--- src/rtl/dvs_ravens_pkg.sv ---
// Shared constants and event-word layout for the DVS AER multi-channel interface.
// Defining DVS_TIMESTAMP_EN widens the event word by a TS_BITS cycle timestamp.
package dvs_ravens_pkg;

  localparam int CH_ID_BITS    = 3;
  localparam int TS_BITS       = 16;
  localparam int DEF_ADDR_BITS = 9;

  typedef struct packed {
    logic [CH_ID_BITS-1:0]    chId;
    logic [DEF_ADDR_BITS-1:0] y;
    logic [DEF_ADDR_BITS-1:0] x;
    logic                     pol;
  } dvs_event_t;

  function automatic int event_w(input int addrBits);
`ifdef DVS_TIMESTAMP_EN
    return CH_ID_BITS + 2 * addrBits + 1 + TS_BITS;
`else
    return CH_ID_BITS + 2 * addrBits + 1;
`endif
  endfunction

endpackage

--- src/rtl/dvs_aer_rx_channel.sv ---
// One AER sender channel: request synchronizer plus the Y/X capture and
// four-phase handshake FSM; X words are offered to the shared arbiter.
module dvs_aer_rx_channel
  import dvs_ravens_pkg::*;
#(
  parameter int ADDR_BITS      = 9,
  parameter int Y_SETUP_CYCLES = 5
) (
  input  logic                 clk,
  input  logic                 rst,
  input  logic [ADDR_BITS:0]   i_aer,
  input  logic                 i_xsel,
  input  logic                 i_req,
  input  logic                 i_grant,
  output logic                 o_ack,
  output logic                 o_pushReq,
  output logic [ADDR_BITS-1:0] o_x,
  output logic [ADDR_BITS-1:0] o_y,
  output logic                 o_pol,
  output logic                 o_errNoY
);

  localparam logic [2:0] ST_IDLE   = 3'd0;
  localparam logic [2:0] ST_Y_WAIT = 3'd1;
  localparam logic [2:0] ST_PUSH   = 3'd2;
  localparam logic [2:0] ST_ACK_HI = 3'd3;
  localparam logic [2:0] ST_ACK_LO = 3'd4;

  localparam int CNT_W = (Y_SETUP_CYCLES > 1) ? $clog2(Y_SETUP_CYCLES) : 1;

  logic [2:0]           r_state;
  logic [2:0]           w_stateNext;
  logic                 r_reqMeta;
  logic                 r_reqSync;
  logic [CNT_W-1:0]     r_setupCnt;
  logic [ADDR_BITS-1:0] r_x;
  logic [ADDR_BITS-1:0] r_y;
  logic                 r_pol;
  logic                 r_yValid;
  logic                 r_ack;
  logic                 r_errNoY;

  always_comb begin
    w_stateNext = r_state;
    case (r_state)
      ST_IDLE:   if (r_reqSync) w_stateNext = i_xsel ? ST_PUSH : ST_Y_WAIT;
      ST_Y_WAIT: if (r_setupCnt == CNT_W'(Y_SETUP_CYCLES - 1)) w_stateNext = ST_ACK_HI;
      ST_PUSH:   if (!r_yValid || i_grant) w_stateNext = ST_ACK_HI;
      ST_ACK_HI: if (!r_reqSync) w_stateNext = ST_ACK_LO;
      ST_ACK_LO: w_stateNext = ST_IDLE;
      default:   w_stateNext = ST_IDLE;
    endcase
  end

  // Ack is a register that follows the next state, so it is high exactly
  // while in ACK_HI and only after the word has been latched or buffered.
  always_ff @(posedge clk or posedge rst) begin
    if (rst) begin
      r_reqMeta  <= 1'b0;
      r_reqSync  <= 1'b0;
      r_state    <= ST_IDLE;
      r_setupCnt <= '0;
      r_x        <= '0;
      r_y        <= '0;
      r_pol      <= 1'b0;
      r_yValid   <= 1'b0;
      r_ack      <= 1'b0;
      r_errNoY   <= 1'b0;
    end else begin
      r_reqMeta <= i_req;
      r_reqSync <= r_reqMeta;
      r_state   <= w_stateNext;
      r_ack     <= (w_stateNext == ST_ACK_HI);

      if (r_state == ST_Y_WAIT)
        r_setupCnt <= r_setupCnt + CNT_W'(1);
      else
        r_setupCnt <= '0;

      if (r_state == ST_Y_WAIT && w_stateNext == ST_ACK_HI) begin
        r_y      <= i_aer[ADDR_BITS-1:0];
        r_yValid <= 1'b1;
      end

      if (r_state == ST_IDLE && r_reqSync && i_xsel) begin
        r_x   <= i_aer[ADDR_BITS:1];
        r_pol <= i_aer[0];
      end

      if (r_state == ST_PUSH && !r_yValid)
        r_errNoY <= 1'b1;
    end
  end

  assign o_pushReq = (r_state == ST_PUSH) && r_yValid;
  assign o_ack     = r_ack;
  assign o_x       = r_x;
  assign o_y       = r_y;
  assign o_pol     = r_pol;
  assign o_errNoY  = r_errNoY;

endmodule

--- src/rtl/dvs_aer_multi_event_interface.sv ---
// Multi-channel DVS AER receiver: per-channel handshakes feed a round-robin
// arbiter and shared event FIFO drained over a req/grant bus. Optional DVS_TIMESTAMP_EN.
module dvs_aer_multi_event_interface
  import dvs_ravens_pkg::*;
#(
  parameter int NUM_CH         = 2,
  parameter int ADDR_BITS      = 9,
  parameter int FIFO_DEPTH     = 4,
  parameter int Y_SETUP_CYCLES = 5,
  localparam int EVENT_W       = event_w(ADDR_BITS)
) (
  input  logic                          clk,
  input  logic                          rst,
  input  logic [NUM_CH*(ADDR_BITS+1)-1:0] aer,
  input  logic [NUM_CH-1:0]             xsel,
  input  logic [NUM_CH-1:0]             req,
  output logic [NUM_CH-1:0]             ack,
  output logic                          fifo_req,
  input  logic                          fifo_grant,
  output logic                          fifo_bus_wr,
  output logic [EVENT_W-1:0]            fifo_event,
  output logic [NUM_CH-1:0]             err_no_y
);

  localparam int IDX_W   = (NUM_CH > 1) ? $clog2(NUM_CH) : 1;
  localparam int PTR_W   = $clog2(FIFO_DEPTH);
  localparam int COUNT_W = PTR_W + 1;

  logic [NUM_CH-1:0]    w_pushReq;
  logic [NUM_CH-1:0]    w_grantVec;
  logic [ADDR_BITS-1:0] w_chX   [NUM_CH];
  logic [ADDR_BITS-1:0] w_chY   [NUM_CH];
  logic                 w_chPol [NUM_CH];

  logic [EVENT_W-1:0]   r_mem [FIFO_DEPTH];
  logic [PTR_W-1:0]     r_wrPtr;
  logic [PTR_W-1:0]     r_rdPtr;
  logic [COUNT_W-1:0]   r_count;
  logic [IDX_W-1:0]     r_lastWinner;
  logic [IDX_W-1:0]     w_winner;
  logic                 r_busWr;
  logic [EVENT_W-1:0]   r_event;
  logic [EVENT_W-1:0]   w_pushEvent;
  logic                 w_push;
  logic                 w_pop;
  logic                 w_canPush;

  for (genvar c = 0; c < NUM_CH; c++) begin : g_chan
    dvs_aer_rx_channel #(
      .ADDR_BITS      (ADDR_BITS),
      .Y_SETUP_CYCLES (Y_SETUP_CYCLES)
    ) u_chan (
      .clk       (clk),
      .rst       (rst),
      .i_aer     (aer[c*(ADDR_BITS+1) +: (ADDR_BITS+1)]),
      .i_xsel    (xsel[c]),
      .i_req     (req[c]),
      .i_grant   (w_grantVec[c]),
      .o_ack     (ack[c]),
      .o_pushReq (w_pushReq[c]),
      .o_x       (w_chX[c]),
      .o_y       (w_chY[c]),
      .o_pol     (w_chPol[c]),
      .o_errNoY  (err_no_y[c])
    );
  end

`ifdef DVS_TIMESTAMP_EN
  logic [TS_BITS-1:0] r_tsCnt;

  always_ff @(posedge clk or posedge rst) begin
    if (rst) r_tsCnt <= '0;
    else     r_tsCnt <= r_tsCnt + TS_BITS'(1);
  end
`endif

  // A full FIFO still accepts a push in the cycle it pops; an empty FIFO
  // never pops, so a push into it only becomes visible a cycle later.
  assign w_pop     = (r_count != '0) && fifo_grant;
  assign w_canPush = (r_count != COUNT_W'(FIFO_DEPTH)) || w_pop;
  assign fifo_req  = (r_count != '0);

  // Round-robin search starts just past the previous winner.
  always_comb begin
    w_grantVec  = '0;
    w_push      = 1'b0;
    w_pushEvent = '0;
    w_winner    = r_lastWinner;
    for (int i = 1; i <= NUM_CH; i++) begin
      automatic int idx = (int'(r_lastWinner) + i) % NUM_CH;
      if (!w_push && w_canPush && w_pushReq[idx]) begin
        w_push          = 1'b1;
        w_grantVec[idx] = 1'b1;
        w_winner        = IDX_W'(idx);
`ifdef DVS_TIMESTAMP_EN
        w_pushEvent = {CH_ID_BITS'(idx), w_chY[idx], w_chX[idx], w_chPol[idx], r_tsCnt};
`else
        w_pushEvent = {CH_ID_BITS'(idx), w_chY[idx], w_chX[idx], w_chPol[idx]};
`endif
      end
    end
  end

  always_ff @(posedge clk) begin
    if (w_push) r_mem[r_wrPtr] <= w_pushEvent;
  end

  always_ff @(posedge clk or posedge rst) begin
    if (rst) begin
      r_wrPtr      <= '0;
      r_rdPtr      <= '0;
      r_count      <= '0;
      r_lastWinner <= IDX_W'(NUM_CH - 1);
      r_busWr      <= 1'b0;
      r_event      <= '0;
    end else begin
      r_busWr <= w_pop;
      if (w_push) begin
        r_wrPtr      <= r_wrPtr + PTR_W'(1);
        r_lastWinner <= w_winner;
      end
      if (w_pop) begin
        r_rdPtr <= r_rdPtr + PTR_W'(1);
        r_event <= r_mem[r_rdPtr];
      end
      case ({w_push, w_pop})
        2'b10:   r_count <= r_count + COUNT_W'(1);
        2'b01:   r_count <= r_count - COUNT_W'(1);
        default: r_count <= r_count;
      endcase
    end
  end

  assign fifo_bus_wr = r_busWr;
  assign fifo_event  = r_event;

endmodule

--- config.mk ---
export PLATFORM = sky130hd
export DESIGN_NAME = dvs_aer_multi_event_interface
export DESIGN_NICKNAME = d
export VERILOG_FILES = /design/src/rtl/dvs_ravens_pkg.sv /design/src/rtl/dvs_aer_rx_channel.sv /design/src/rtl/dvs_aer_multi_event_interface.sv
export SDC_FILE = /design/constraint.sdc
export NUM_CORES = 1
export LEC_CHECK = 0
export CAP_MARGIN = 20
export CELL_PAD_IN_SITES_DETAIL_PLACEMENT = 0
export CELL_PAD_IN_SITES_GLOBAL_PLACEMENT = 2
export CORE_MARGIN = 1.5
export CORE_UTILIZATION = 43
export CTS_CLUSTER_SIZE = 12
export DETAILED_ROUTE_END_ITERATION = 10
export PLACE_DENSITY_LB_ADDON = 0.1
export SYNTH_ARGS = -nofsm -noshare
export SYNTH_HDL_FRONTEND = slang
export SYNTH_SLANG_ARGS = --single-unit
--- constraint.sdc ---
create_clock -name clk -period 3.65 [get_ports clk]
set_input_delay 1.095 -clock clk [delete_from_list [all_inputs] [get_ports clk]]
set_output_delay 1.095 -clock clk [all_outputs]
set_load 0.005 [all_outputs]
==> results.sh, run 1 <==
export IMPL_status="finished, final reports clean"
export IMPL_synth_edf_count=80
export IMPL_cts_sink_count=169
export IMPL_die_width_um=129
export IMPL_timing_reg2reg_worst_path_depth=4
export IMPL_netlist_top_cells_count="sky130_fd_sc_hd__dfrtp_1, sky130_fd_sc_hd__edfxtp_1, sky130_fd_sc_hd__mux2_1, sky130_fd_sc_hd__mux4_2, sky130_fd_sc_hd__mux2_4"
export IMPL_gpl_final_weighted_congestion=0.716
export IMPL_ios=55
export IMPL_timing_worst_slew_pin_value_ns=1.07
export IMPL_main_flop_type_after_synthesis="sky130_fd_sc_hd__dfrtp_1"
export IMPL_grt_pass1_vias=3645
export IMPL_die_area_sq_mm=0.0167
export IMPL_final_core_util_pct=53.2
export IMPL_filler_cell_count=1239
export IMPL_worstSetupEndpointType="output pin"
export IMPL_setup_tns_final_ns=0
export IMPL_postSynthRegisterBits=169
export IMPL_drt_initial_drc_count=212
export IMPL_path_max_fanout=4
export IMPL_timing_final_setup_violations=0
export IMPL_vias=3470
export IMPL_timing_hold_worst_class="register to register"
export IMPL_number_of_placement_rows=45
export IMPL_power_per_cell_area_mw_per_mm2=807
export IMPL_critPathKind="register to output pin"
export IMPL_grt_max_degree=63
export IMPL_ys_async_sr_fraction_pct=52.7
export IMPL_synth_warning_count=0
export IMPL_cts_buf_count=17
export IMPL_final_seq_area_sq_mm=0.00463
export IMPL_cts_root_cell="sky130_fd_sc_hd__clkbuf_16"
export IMPL_synth_top_cell_area_share_pct=35.2
export IMPL_timing_hold_violations_final=0
export IMPL_critPathRequiredTime_ns=2.55
export IMPL_drc_errors=0
export IMPL_slew_limit_headroom_pct=28.9
export IMPL_rsz0062_at_grt="false"
export IMPL_drtPass1Iterations=6
export IMPL_die_height_um=129
export IMPL_yosys_top_cells_area="sky130_fd_sc_hd__edfxtp_1, sky130_fd_sc_hd__dfrtp_1, sky130_fd_sc_hd__mux4_2, sky130_fd_sc_hd__mux2_1, sky130_fd_sc_hd__mux2_4"
export IMPL_antenna_found_initial=0
export IMPL_finalClockSkew_ns=0.00686
export IMPL_grt_use_total_pct=17.2
export IMPL_timing_max_transition_violations_final=0
export IMPL_grt_pass1_wl_mm=20.8
export IMPL_route_detailed_wl_per_inst_um=19.1
export IMPL_cts_post_setup_buffers_inserted=0
export IMPL_cts_htree_levels=4
export IMPL_global_route_overflow_total=0
export IMPL_fmax_ghz=0.357
export IMPL_route_detailed_vias_per_inst=5.13
export IMPL_dp_final_hpwl_mm=8.32
export IMPL_crit_path_start_kind="register"
export IMPL_cp_data_arrival_time_ns=1.71
export IMPL_clock_path_buffers=2
export IMPL_flow_area_growth_from_synthesis_pct=19.6
export IMPL_layout_min_cycle_time_ns=2.80
export IMPL_synth_area_leader_cell="sky130_fd_sc_hd__edfxtp_1"
export IMPL_power_leakage_nw=3.19
export IMPL_synth_area_sq_mm=0.00683
export IMPL_peakVddDrop_mv=0.375
export IMPL_min_delay_path_depth=0
export IMPL_period_share_pct=76.8
export IMPL_ant_nets=0
export IMPL_holdBufCountCts=0
export IMPL_place_port_buffers=52
export IMPL_synth_sequential_area_ratio_pct=67.8
export IMPL_yosys_cell_count_top_type="sky130_fd_sc_hd__dfrtp_1"
export IMPL_netlist_cell_type_count=53
export IMPL_tritoncts="built"
export IMPL_timing_max_cap_violations=0
export IMPL_totalWireLength_mm=12.9
export IMPL_multi_input_area_sq_mm=0.00201
export IMPL_post_synth_inst_count=389
export IMPL_core_area_sq_mm=0.0154
export IMPL_cts_resized=0
export IMPL_finalNetCount=489
export IMPL_insertion_delay_ns=0.42
export IMPL_drive_gt1_share_pct=20.9
export IMPL_diodes=0
export IMPL_floorplan_initialDensity_pct=44.5
export IMPL_postSynthAreaPerCell_sq_um=17.6
export IMPL_cts_reportedPaths_clkPinSlew_ns=0.06
[cell type report]
type / count / area share (%)
sequential: 169 / 56.7
multi-input combinational: 186 / 24.6
timing repair buffer: 64 / 7.63
clock buffer: 24 / 6.03
tap: 211 / 3.23
clock inverter: 8 / 1.15
inverter: 14 / 0.658
[critical path, cell delays in order, from the launching register on]
cell	delay (ns)
sky130_fd_sc_hd__dfrtp_1	0.43
sky130_fd_sc_hd__or3_4	0.41
sky130_fd_sc_hd__clkdlybuf4s50_1	0.45
[logic make-up after synthesis]
| family | synth area share [%] |
|---|---|
| xor+xnor | 1.03 |
| simple gates | 4.71 |
| flops | 67.8 |
| buf+inv | 2.84 |
| mux | 17.1 |
| compound gates | 4.60 |
| other cells | 0.0549 |
| fa+ha+maj | 1.94 |
[power by group]
part | internal, mW | switching, mW
Clock | 1.08 | 0.688
Combinational | 1.07 | 0.755
Sequential | 2.63 | 0.369
[placed cells by master, fill, tap and decap left out, types with 2 or more instances in the layout]
master,n
sky130_fd_sc_hd__o21ai_0,4
sky130_fd_sc_hd__clkinv_2,3
sky130_fd_sc_hd__mux2_2,11
sky130_fd_sc_hd__clkbuf_16,18
sky130_fd_sc_hd__bufinv_16,2
sky130_fd_sc_hd__nor2_1,13
sky130_fd_sc_hd__xnor2_1,5
sky130_fd_sc_hd__a22oi_1,6
sky130_fd_sc_hd__nand2_1,6
sky130_fd_sc_hd__nor2b_1,2
sky130_fd_sc_hd__xor2_1,3
sky130_fd_sc_hd__dfrtp_1,88
sky130_fd_sc_hd__clkdlybuf4s50_1,52
sky130_fd_sc_hd__conb_1,2
sky130_fd_sc_hd__mux2_1,30
sky130_fd_sc_hd__inv_1,13
sky130_fd_sc_hd__and3_1,2
sky130_fd_sc_hd__buf_4,11
sky130_fd_sc_hd__o21bai_1,2
sky130_fd_sc_hd__clkbuf_8,2
sky130_fd_sc_hd__a21o_1,2
sky130_fd_sc_hd__ha_1,9
sky130_fd_sc_hd__mux4_2,20
sky130_fd_sc_hd__mux2_4,17
sky130_fd_sc_hd__clkbuf_1,4
sky130_fd_sc_hd__nor3b_1,5
sky130_fd_sc_hd__and2_1,7
sky130_fd_sc_hd__a21oi_1,2
sky130_fd_sc_hd__a22o_1,13
sky130_fd_sc_hd__edfxtp_1,80
sky130_fd_sc_hd__clkinv_1,2
[metrics by stage]
stage	instance area, sq um	power (mW)	hold slack [ns]	setup slack [ns]	instances
3_3_place_gp	7580	4.87	0.341	0.502	644
2_1_floorplan	6840	4.21	0.331	0.250	390
5_1_grt	8170	6.98	0.368	0.794	676
3_5_place_dp	7580	4.90	0.342	0.480	644
4_1_cts	8170	6.69	0.356	0.818	676
6_report	8170	6.59	0.351	0.846	676
[routing by layer]
layer	track usage [%]	routed length [um]	part of all wire, %
met1	24.3	6180	48
met2	26.4	6110	47
met3	4.79	505	3.9
met4	4.96	98	0.76
met5	0	0	0
[sequential cells by signal, summed over array words and instances, names as in the netlist, 3 cells and up]
signal and flops:
fifo_event 20, g_chan.u_chan.o_x 18, g_chan.u_chan.o_y 18, g_chan.u_chan.r_setupCnt 6, g_chan.u_chan.r_state 6, r_count 3, r_mem 80
[final timing paths]
| check | start | end | slack, ns |
|---|---|---|---|
| min reg2reg | g_chan[0].u_chan.r_reqMeta | g_chan[0].u_chan.r_reqSync | 0.35 |
| max in group asynchronous | rst | r_lastWinner | 1.92 |
| max | r_count[1] | fifo_req | 0.85 |
| max reg2reg | g_chan[1].u_chan.r_state[0] | r_mem[1][7] | 1.28 |
| min | g_chan[0].u_chan.r_reqMeta | g_chan[0].u_chan.r_reqSync | 0.35 |
| min in group asynchronous | rst | g_chan[0].u_chan.r_setupCnt[0] | 1.01 |
No activity file was read; power rests on OpenSTA's default activity.
==> run 2: changes to the inputs <==
--- a/config.mk
+++ b/config.mk
@@ -9,7 +9,7 @@
 export CELL_PAD_IN_SITES_DETAIL_PLACEMENT = 0
 export CELL_PAD_IN_SITES_GLOBAL_PLACEMENT = 2
 export CORE_MARGIN = 1.5
-export CORE_UTILIZATION = 43
+export CORE_UTILIZATION = 39
 export CTS_CLUSTER_SIZE = 12
 export DETAILED_ROUTE_END_ITERATION = 10
 export PLACE_DENSITY_LB_ADDON = 0.1
==> constraint.sdc (replaced) <==
create_clock -name clk -period 2.5 [get_ports clk]
set_input_delay 0.75 -clock clk [delete_from_list [all_inputs] [get_ports clk]]
set_output_delay 0.75 -clock clk [all_outputs]
set_load 0.005 [all_outputs]
==> run 2 against run 1 <==
Clock skew grew 0.0060 ns. Routed wire length grew 3.9%. Cell count grew 3.7%. Die area grew 10%. Combinational power grew 57%. Flip-flop and latch count is the same. Sequential power grew 43%. Register-to-register slack lost 0.86 ns. Critical path depth is the same. Sequential share of layout area shrank 1.4 points. First-iteration DRC count shrank 25%. Global-route usage shrank 1.2 points. Critical path type unchanged. Critical endpoint unchanged. Largest cell class unchanged. Highest routed layer unchanged.
==> results.sh, run 2 (synthesized netlist as in run 1, its figures left out) <==
export IMPL_dp_final_hpwl_mm=8.67
export IMPL_grt_max_degree=49
export IMPL_dpl_cell_area_sq_mm=0.00776
export IMPL_place_port_buffers=52
export IMPL_timing_reg2reg_worst_path_depth=7
export IMPL_rsz0062_at_grt="false"
export IMPL_timing_hold_worst_class="register to register"
export IMPL_largest_register_ffs=80
export IMPL_peakVddDrop_mv=0.546
export IMPL_final_core_util_pct=48.6
export IMPL_antenna_found_initial=0
export IMPL_drive_gt1_share_pct=23.9
export IMPL_finalClockSkew_ns=0.0129
export IMPL_cts_reportedPaths_clkPinSlew_ns=0.07
export IMPL_die_height_um=135
export IMPL_core_area_sq_mm=0.0172
export IMPL_timing_hold_violations_final=0
export IMPL_cts_buf_count=17
export IMPL_worst_r2r_setup_slack_ns=0.42
export IMPL_status="finished, final reports clean"
export IMPL_rr_endpoint="r_count[1]"
export IMPL_floorplan_initialDensity_pct=39.6
export IMPL_timing_max_cap_violations=0
export IMPL_drc_errors=0
export IMPL_layout_min_cycle_time_ns=2.43
export IMPL_worstSetupEndpointType="output pin"
export IMPL_gpl_final_weighted_congestion=0.711
export IMPL_cts_sink_count=169
export IMPL_drtPass1Iterations=4
export IMPL_cp_data_arrival_time_ns=1.68
export IMPL_worstSetupStartpoint="r_count[1]"
export IMPL_period_share_pct=97.4
export IMPL_power_leakage_nw=3.27
export IMPL_timing_final_setup_violations=0
export IMPL_vias=3475
export IMPL_fmax_ghz=0.411
export IMPL_number_of_placement_rows=48
export IMPL_die_area_sq_mm=0.0183
export IMPL_insertion_delay_ns=0.42
export IMPL_timing_max_transition_violations_final=0
export IMPL_cts_resized=0
export IMPL_grt_pass1_vias=3646
export IMPL_ant_nets=0
export IMPL_timing_worst_slew_pin_value_ns=0.519
export IMPL_totalWireLength_mm=13.4
export IMPL_diodes=0
export IMPL_path_max_fanout=4
export IMPL_cts_htree_levels=4
export IMPL_holdBufCountCts=0
export IMPL_cts_post_setup_buffers_inserted=0
export IMPL_cts_root_cell="sky130_fd_sc_hd__clkbuf_16"
export IMPL_finalPower_mw=9.87
export IMPL_biggest_register="r_mem"
export IMPL_route_detailed_vias_per_inst=4.96
export IMPL_fin_area_sq_mm=0.00838
export IMPL_grt_use_total_pct=16.0
export IMPL_global_route_overflow_total=0
export IMPL_crit_path_start_kind="register"
export IMPL_mostFrequentLayoutCell="sky130_fd_sc_hd__dfrtp_1"
export IMPL_finalNetCount=500
export IMPL_worstReg2RegStart="g_chan[1].u_chan.r_state[0]"
export IMPL_power_per_cell_area_mw_per_mm2=1180
export IMPL_critPathRequiredTime_ns=1.75
export IMPL_die_width_um=135
export IMPL_ios=55
export IMPL_tritoncts="built"
export IMPL_critPathKind="register to output pin"
export IMPL_clock_path_buffers=2
export IMPL_final_cell_mix="sky130_fd_sc_hd__dfrtp_1, sky130_fd_sc_hd__edfxtp_1, sky130_fd_sc_hd__clkdlybuf4s50_1"
export IMPL_route_detailed_wl_per_inst_um=19.1
export IMPL_drt_initial_drc_count=160
export IMPL_flow_area_growth_from_synthesis_pct=22.6
export IMPL_slew_limit_headroom_pct=65.4
export IMPL_worstSetupEndpoint="fifo_req"
export IMPL_grt_pass1_wl_mm=21.1
==> run 2: power by group <==
part	switching [mW]	leakage, nW	internal [mW]
Clock	1.12	0.292	1.59
Combinational	1.21	1.17	1.65
Sequential	0.458	1.81	3.84
Total	2.78	3.27	7.09
==> run 2: cell type report <==
cell class                 instances  area, sq um
tap                              225          282
inverter                          14         56.3
clock inverter                    15          188
sequential                       169         4630
clock buffer                      17          425
fill                            1446         8860
timing repair buffer              75          781
multi-input combinational        186         2010
==> run 2: worst min-delay path by stage <==
stage,start,to,slack [ns],depth (start not counted)
final,g_chan[0].u_chan.r_reqMeta,g_chan[0].u_chan.r_reqSync,0.35,0
after global routing,g_chan[0].u_chan.r_reqMeta,g_chan[0].u_chan.r_reqSync,0.36,0
after CTS,g_chan[0].u_chan.r_reqMeta,g_chan[0].u_chan.r_reqSync,0.35,0
after detailed placement,g_chan[0].u_chan.r_reqMeta,g_chan[0].u_chan.r_reqSync,0.34,0
after global placement,g_chan[0].u_chan.r_reqMeta,g_chan[0].u_chan.r_reqSync,0.33,0
after floorplan,g_chan[0].u_chan.r_reqMeta,g_chan[0].u_chan.r_reqSync,0.33,0
==> run 2: metal layers <==
metal | vias up | track usage [%] | routed length [um]
met5 | - | 0 | 0
met4 | 0 | 5.20 | 155
met3 | 14 | 3.70 | 361
met2 | 56 | 25.9 | 6510
met1 | 1795 | 21.5 | 6390
li1 | 1610 | - | -
==> run 2: through the flow <==
| step | cells | hold WS (ns) | TNS, ns | worst slack [ns] |
|---|---|---|---|---|
| global placement | 669 | 0.334 | -3.24 | -0.192 |
| global route | 701 | 0.360 | 0 | 0.00232 |
| detailed placement | 669 | 0.337 | -5.16 | -0.241 |
| floorplan | 390 | 0.331 | 0 | 0.0668 |
| finish | 701 | 0.351 | 0 | 0.0662 |
| CTS | 701 | 0.354 | 0 | 0.0318 |
==> run 2: worst max-delay path, cell delays in order, from the launching register on <==
cell                              delay [ns]
sky130_fd_sc_hd__dfrtp_1                0.42
sky130_fd_sc_hd__or3_4                  0.40
sky130_fd_sc_hd__clkdlybuf4s50_1        0.45
